[src/rtl/acc_core_sequencer.sv]
// rtl/acc_core_sequencer.sv - fetch/decode/execute sequencer for the accumulator datapath
//
// Ports:
//   CLK, Reset_n                      clock (rising edge), asynchronous active-low reset
//   start                             one-cycle pulse, (re)starts execution at pc 0 from IDLE/DONE
//   imem_req/imem_addr/imem_ack/imem_rdata   instruction fetch handshake (rdata valid with ack)
//   op, reg_exe, imm_exe, reg_to_acc, acc_to_reg, imm_out, reg_sel   ALU control bundle
//   sc_in                             carry/shift-in from the internal SC register
//   alu_sc_out, alu_zero, alu_branch_en      ALU results
//   acc_we, reg_we                    accumulator / register file write strobes
//   dmem_req/dmem_we/dmem_ack         data memory handshake (we: 1 = store)
//   done, pc                          halted flag, current program counter
module acc_core_sequencer #(
    parameter int PC_W  = 8,
    parameter int IMM_W = 4
) (
    input  logic            CLK,
    input  logic            Reset_n,
    input  logic            start,
    output logic            imem_req,
    output logic [PC_W-1:0] imem_addr,
    input  logic            imem_ack,
    input  logic [8:0]      imem_rdata,
    output logic [3:0]      op,
    output logic            reg_exe,
    output logic            imm_exe,
    output logic            reg_to_acc,
    output logic            acc_to_reg,
    output logic [7:0]      imm_out,
    output logic [3:0]      reg_sel,
    output logic            sc_in,
    input  logic            alu_sc_out,
    input  logic            alu_zero,
    input  logic            alu_branch_en,
    output logic            acc_we,
    output logic            reg_we,
    output logic            dmem_req,
    output logic            dmem_we,
    input  logic            dmem_ack,
    output logic            done,
    output logic [PC_W-1:0] pc
);

    localparam logic [3:0] OP_ADD = 4'h0, OP_SUB = 4'h1, OP_BEQ = 4'h2, OP_SL = 4'h3,
                           OP_SR = 4'h4, OP_LW = 4'h5, OP_SW = 4'h6, OP_MOV = 4'h7,
                           OP_ASSIGN = 4'h8, OP_BGE = 4'h9, OP_BNE = 4'hA, OP_AND = 4'hB,
                           OP_OR = 4'hC, OP_JMP = 4'hD, OP_HALT = 4'hF;

    typedef enum logic [2:0] {S_IDLE, S_FETCH, S_EXEC, S_MEM, S_DONE} state_t;

    state_t          state;
    logic [PC_W-1:0] pc_q;
    logic            sc_q;
    logic [8:0]      ir_q;

    logic [3:0]      ir_op;
    logic            ir_mode;
    logic            in_exec, in_mem;
    logic            is_mov, is_lw, is_sw, is_halt;
    logic            writes_acc, updates_sc;
    logic [PC_W-1:0] pc_plus1, pc_plus2, jmp_off, pc_next_exec;

    assign ir_op    = ir_q[8:5];
    assign ir_mode  = ir_q[4];
    assign in_exec  = (state == S_EXEC);
    assign in_mem   = (state == S_MEM);
    assign is_mov   = (ir_op == OP_MOV);
    assign is_lw    = (ir_op == OP_LW);
    assign is_sw    = (ir_op == OP_SW);
    assign is_halt  = (ir_op == OP_HALT);
    assign pc_plus1 = pc_q + PC_W'(1);
    assign pc_plus2 = pc_q + PC_W'(2);
    // 5-bit signed jump offset, so JMP reaches -16..+15 around the current pc
    assign jmp_off  = {{(PC_W-5){ir_q[4]}}, ir_q[4:0]};

    always_comb begin
        writes_acc = 1'b0;
        updates_sc = 1'b0;
        case (ir_op)
            OP_ADD, OP_SUB, OP_SL, OP_SR: begin
                writes_acc = 1'b1;
                updates_sc = 1'b1;
            end
            OP_AND, OP_OR, OP_ASSIGN: writes_acc = 1'b1;
            OP_MOV:                   writes_acc = ir_mode;
            default: ;
        endcase
    end

    always_comb begin
        pc_next_exec = pc_plus1;
        case (ir_op)
            // a taken branch skips the following instruction (normally a JMP)
            OP_BEQ, OP_BGE, OP_BNE: pc_next_exec = alu_branch_en ? pc_plus2 : pc_plus1;
            OP_JMP:                 pc_next_exec = pc_q + jmp_off;
            // loads/stores advance pc when the data access completes; HALT stays put
            OP_LW, OP_SW, OP_HALT:  pc_next_exec = pc_q;
            default: ;
        endcase
    end

    always_ff @(posedge CLK or negedge Reset_n) begin
        if (!Reset_n) begin
            state <= S_IDLE;
            pc_q  <= '0;
            sc_q  <= 1'b0;
            ir_q  <= '0;
        end else begin
            case (state)
                S_IDLE, S_DONE: begin
                    if (start) begin
                        pc_q  <= '0;
                        state <= S_FETCH;
                    end
                end
                S_FETCH: begin
                    if (imem_ack) begin
                        ir_q  <= imem_rdata;
                        state <= S_EXEC;
                    end
                end
                S_EXEC: begin
                    if (updates_sc) sc_q <= alu_sc_out;
                    pc_q <= pc_next_exec;
                    if (is_lw || is_sw) state <= S_MEM;
                    else if (is_halt)   state <= S_DONE;
                    else                state <= S_FETCH;
                end
                S_MEM: begin
                    if (dmem_ack) begin
                        pc_q  <= pc_plus1;
                        state <= S_FETCH;
                    end
                end
                default: state <= S_IDLE;
            endcase
        end
    end

    // Outputs decode purely from registered state/IR (plus dmem_ack for the load strobe),
    // so an asynchronous reset clears every request and strobe immediately.
    always_comb begin
        op         = 4'h0;
        reg_exe    = 1'b0;
        imm_exe    = 1'b0;
        reg_to_acc = 1'b0;
        acc_to_reg = 1'b0;
        imm_out    = 8'h00;
        reg_sel    = 4'h0;
        if (in_exec || in_mem) begin
            op         = ir_op;
            reg_exe    = !is_mov && ir_mode;
            imm_exe    = !is_mov && !ir_mode;
            reg_to_acc = is_mov && ir_mode;
            acc_to_reg = is_mov && !ir_mode;
            imm_out    = {{(8-IMM_W){1'b0}}, ir_q[IMM_W-1:0]};
            reg_sel    = ir_q[3:0];
        end
    end

    assign imem_req  = (state == S_FETCH);
    assign imem_addr = pc_q;
    assign pc        = pc_q;
    assign sc_in     = sc_q;
    assign acc_we    = (in_exec && writes_acc) || (in_mem && is_lw && dmem_ack);
    assign reg_we    = in_exec && is_mov && !ir_mode;
    assign dmem_req  = in_mem;
    assign dmem_we   = in_mem && is_sw;
    assign done      = (state == S_DONE) || (in_exec && is_halt);

    // ZERO is folded into alu_branch_en by the ALU; kept on the port for the bundle
    logic unused_ok;
    assign unused_ok = alu_zero;

endmodule

[config.mk]
export PLATFORM = sky130hd
export DESIGN_NAME = acc_core_sequencer
export DESIGN_NICKNAME = d
export VERILOG_FILES = /design/src/rtl/acc_core_sequencer.sv
export SDC_FILE = /design/constraint.sdc
export NUM_CORES = 1
export LEC_CHECK = 0
export BUFFER_PORTS_ARGS = -buffer_cell sky130_fd_sc_hd__buf_4
export CORE_MARGIN = 1
export CORE_UTILIZATION = 52
export CTS_CLUSTER_DIAMETER = 150
export DETAILED_ROUTE_END_ITERATION = 16
export GPL_ROUTABILITY_DRIVEN = 0
export PLACE_DENSITY = 0.81
export SKIP_LAST_GASP = 1
export SYNTH_ARGS = -nofsm -noshare
export SYNTH_HDL_FRONTEND = slang
export SYNTH_SLANG_ARGS = --single-unit
[constraint.sdc]
create_clock -name CLK -period 2.4 [get_ports CLK]
set_input_delay 0.24 -clock CLK [delete_from_list [all_inputs] [get_ports CLK]]
set_output_delay 0.24 -clock CLK [all_outputs]
set_load 0.02 [all_outputs]
; Word level (Yosys, flattened, before mapping)
; Index checks and enable logic that the tools add are counted.
[word_totals]
in_bits = 17
output_inout_bits = 43
word_cells = 78
ff_bits = 21
[classes]
n_reduce_logical = 29
n_mux = 20
eq_ne = 22
add_sub_neg = 3
[op_table]
columns = op, n
row1 = 8-bit one-hot mux with 3 select lines, 2
row2 = "4-bit equality test, second input constant", 7
row3 = 8-bit two-way mux, 3
row4 = "4-bit by 3-bit equality test with 1-bit output, second input constant", 4
row5 = 3-bit two-way mux, 5
row6 = 4-bit two-way mux, 3
row7 = 3-bit one-hot mux with 4 select lines, 1
row8 = 1-bit logical AND, 11
row9 = "8-bit by 1-bit adder with 8-bit output, second input constant", 1
row10 = "8-bit by 2-bit adder with 8-bit output, second input constant", 1
row11 = 8-bit adder, 1
row12 = "4-bit by 2-bit equality test with 1-bit output, second input constant", 2
row13 = 7-bit OR reduction, 1
row14 = "3-bit by 2-bit equality test with 1-bit output, second input constant", 2
row15 = "2-bit inequality test, second input constant", 3
row16 = 3-bit OR reduction, 2
row17 = 1-bit two-way mux, 5
row18 = "4-bit by 1-bit equality test with 1-bit output, second input constant", 1
row19 = 4-bit zero test, 1
row20 = 1-bit logical OR, 4
row21 = 2-bit AND reduction, 2
row22 = 4-bit AND reduction, 1
row23 = 4-bit OR reduction, 1
row24 = "3-bit by 1-bit equality test with 1-bit output, second input constant", 1
row25 = 8 further kinds, 9

; Depth between registers and ports, before layout
[logic_depth]
ltp_word = 5
depth_mapped = 8
depth_no_buf = 8

; Least setup slack after synthesis
; OpenSTA, ideal clock, no wires.
[synth_path]
kind = register to register
start = register pc_q[0], in the netlist imem_addr[0]
end = register pc_q[6], in the netlist imem_addr[6]
slack_ns = 0.190
stages_incl_launch_ff = 9
required_time_ns = 2.274
t_arrival_ns = 2.084
setup_ns = 0.126
period_less_slack_ns = 2.210
n_path_buf = 0
cell_sequence = dfrtp_1 ha_1 fa_1 a211oi_1 o21ai_0 a21oi_1 xor2_1 nor2_1 a311o_1
[synth_between]
elab_chain_cells = 4
elab_cells_between_ends = 7
cone_classes = 3 x add/sub / 4 x mux
[synth_rtl]
columns = item, line
row1 = "start, declared", 52  ; logic [PC_W-1:0] pc_q;
row2 = "start signal, assigned", 124  ; pc_q <= pc_next_exec;
row3 = "start signal, assigned", 131  ; pc_q <= pc_plus1;
row4 = 8-bit by 1-bit adder with 8-bit output or 8-bit by 2-bit adder with 8-bit output (tied branches), "71, 72"
row5 = 8-bit two-way mux, 94  ; OP_BEQ, OP_BGE, OP_BNE: pc_next_exec = alu_branch_en ? pc_plus2 : pc_plus1;
row6 = 8-bit one-hot mux with 3 select lines, 92  ; case (ir_op)
row7 = 8-bit one-hot mux with 3 select lines *, 109  ; case (state)
; Every way passes the cells marked *; elsewhere a longest branch is shown, timed or not. The select of a mux whose other input is x is not followed.
; A chain may end at the register's enable or synchronous reset.

; Worst setup path in the final report
[layout_path]
start = register pc_q[1], in the netlist imem_addr[1]
end = register pc_q[7], in the netlist imem_addr[7]
; Same word-level chain as after synthesis.

==> flow_metrics.py <==
metrics = {
    "yosys": {
        "synthArstFlopShare": 1.00,
        "synth_most_common_cell": "dfrtp_1",
        "syn-instance-count": 235,
        "synth_area_sq_mm": 0.00196,
        "yosys.area.top_type": "dfrtp_1",
        "yosysWarnings": 0,
        "synth_edf_count": 0,
        "synth_area_leaders": "dfrtp_1 27%, buf_4 6.5%, ha_1 5.8%, mux2_2 5.8%, o21ai_0 4.1%",
        "ys_seq_area_frac": 0.269,
        "netlist.area_leader.share": 0.269,
        "syn_area_per_cell_sq_um": 8.33,
        "synth.distinct_cells": 56,
        "synth_commonest_cells": "21 x dfrtp_1, 17 x buf_4, 16 x nand2_1, 16 x o21ai_0, 15 x nor2_1",
        "synth-main-ff-cell": "dfrtp_1",
        "ys_ff_latch": 21,
    },
    "grt": {
        "grt_pass1_wl_um": 8080,
        "grt-ovfl-total": 0,
        "grt_max_degree": 22,
        "grtUsageTotal": 0.259,
        "grt_pass1_vias": 1639,
        "grt_antenna_before_repair": 1,
    },
    "flow_run": {
        "maxCapViolCount": 0,
    },
    "drt": {
        "drtAntennaViolNets": 0,
        "drc": 0,
        "avgRoutedWirePerCell_um": 15.4,
        "first_pass_iters": 4,
        "vias": 1907,
        "drt_wl_total_um": 5020,
        "drt_iter0_drc": 179,
        "vias_per_cell": 5.85,
    },
    "clock_network": {
        "cts_buffer_depth": 2,
        "insertion_delay_ns": 0.27,
        "clock-sinks": 21,
        "clk_pin_slew_ns": 0.08,
        "cts_root_buf": "clkbuf_8",
        "cts_tree": "done",
        "cts-buffers-inserted": 3,
        "h-tree-depth": 1,
    },
    "pwr": {
        "leakage_nw": 1.10,
        "irDropWorstVdd_uv": 787,
        "p_per_area_mw_per_mm2": 1200,
        "finalPower_mw": 2.87,
    },
    "sta": {
        "clock-skew-final_ns": 0.00500,
        "fin_setup_tns_ns": 0,
        "finalHoldViolCount": 0,
        "fin_crit_ns": 2.15,
        "rsz0062_at_grt": "no",
        "clock.fmax_mhz": 465,
        "hold_ws_ns": 0.158,
        "drv_slew": 0,
        "period_share": 0.896,
        "setup_viol": 0,
    },
    "worst_setup_path": {
        "arrival_ns": 2.29,
        "worstPathRequired_ns": 2.54,
        "critPathMaxStageDelay_ns": 0.45,
        "cp.buffers_inverters": 1,
        "crit_path_end_kind": "register",
        "start_kind": "register",
        "path_class": "reg -> reg",
        "critPathMaxFanout": 8,
        "crit_family": "compound AO/OA/AOI/OAI gates",
        "crit_chain": "buf_4, ha_1, and3_1, nand3_1, o311ai_0, a21oi_1, o21ai_0, o211ai_1",
        "cp_slowest_cell": "dfrtp_1",
    },
    "finish": {
        "drive_gt1_frac": 0.314,
        "fill_cells": 317,
        "n_antenna_cell": 0,
        "nets": 308,
        "area_growth_pct": 22.2,
    },
    "place": {
        "dp_hpwl_um": 3810,
        "numPortBuffers": 54,
    },
    "die": {
        "num_rows": 21,
        "fp.dieW_um": 63.3,
        "design.die.area_sq_mm": 0.00401,
        "start_util": 0.564,
        "pin_count": 60,
        "core-area_sq_mm": 0.00347,
        "fp.dieH_um": 63.3,
    },
    "worst_hold_path": {
        "hp-class": "in -> reg",
    },
    "outcome": {
        "outcome": "finished, final reports clean",
    },
}
## worst paths after layout
kind / from / end / slack, ns / cells after the start
worst max-delay path: imem_addr[1] / imem_addr[7] / 0.25 / 8
worst min-delay path: start / state[2] / 0.16 / 2
worst max register to register: imem_addr[1] / imem_addr[7] / 0.25 / 8
worst min register to register: sc_in / sc_in / 0.52 / 1
max in group asynchronous: Reset_n / ir_q[4] / 1.78 / 2
min in group asynchronous: Reset_n / imem_addr[5] / 0.39 / 2
## power by group
| group | leakage [nW] | internal (mW) | switching, mW |
|---|---|---|---|
| Sequential | 0.265 | 0.487 | 0.207 |
| Combinational | 0.808 | 0.826 | 1.11 |
| Clock | 0.0255 | 0.116 | 0.122 |
| Total | 1.10 | 1.43 | 1.44 |
## cells by family (layout without fill, tap and decap cells)
family                   after synthesis  count (layout)  synth area share
adder cells (fa/ha/maj)               10              10            0.0678
XOR/XNOR                              13              13            0.0582
AND/OR/NAND/NOR                       80              80             0.220
other                                  1               4           0.00192
multiplexers                          11              11            0.0627
buffers and inverters                 36              78             0.109
flip-flops                            21              21             0.269
AO/OA/AOI/OAI                         63              63             0.212
## flip-flops by register name (all words and copies together) (netlist names)
| register | flops |
|---|---|
| imem_addr | 8 |
| state | 3 |
| sc_in | 1 |
| ir_q | 9 |
## layout by cell type, fill, tap and decap left out, types with 9 or more instances in the layout
cell type and instances:
buf_4 64, o21ai_0 16, inv_1 9, nand2_1 16, ha_1 9, nor2_1 15, mux2_2 10, dfrtp_1 21
nand3_1 12, and2_1 9, a21oi_1 12
## area by class of cell
class / count / area, sq um / share of cell area
clock buffers: 3 / 41.3 / 0.0173
clock inverters: 1 / 5.00 / 0.00209
inverters: 9 / 33.8 / 0.0141
multi-input cells: 181 / 1240 / 0.518
flip-flops and latches: 21 / 526 / 0.220
well taps: 46 / 57.6 / 0.0241
repair buffers: 65 / 490 / 0.205
## layer usage
layer / up-vias / global-route usage / part of all wire
met4: 0 / 0.0739 / 0.013
met5: - / 0 / 0
met1: 900 / 0.353 / 0.43
met2: 78 / 0.414 / 0.47
met3: 9 / 0.0525 / 0.078
li1: 920 / - / -
## what timing repair did
action,CTS,global route
setup endpoints to repair,0,1
buffers inserted,0,0
hold buffers,1,0
endpoints found under the hold margin,21,0
gates resized for setup,0,2
## through the flow
step	setup slack, ns	cell area [sq um]	instances	utilization
2_1_floorplan	0.190	1970	238	-
4_1_cts	0.179	2380	326	0.687
3_5_place_dp	0.192	2330	321	0.671
6_report	0.250	2390	326	0.689
5_1_grt	0.0651	2390	326	0.689
3_3_place_gp	0.237	2330	321	0.671
Note: power is estimated with default switching activity, not from simulation.
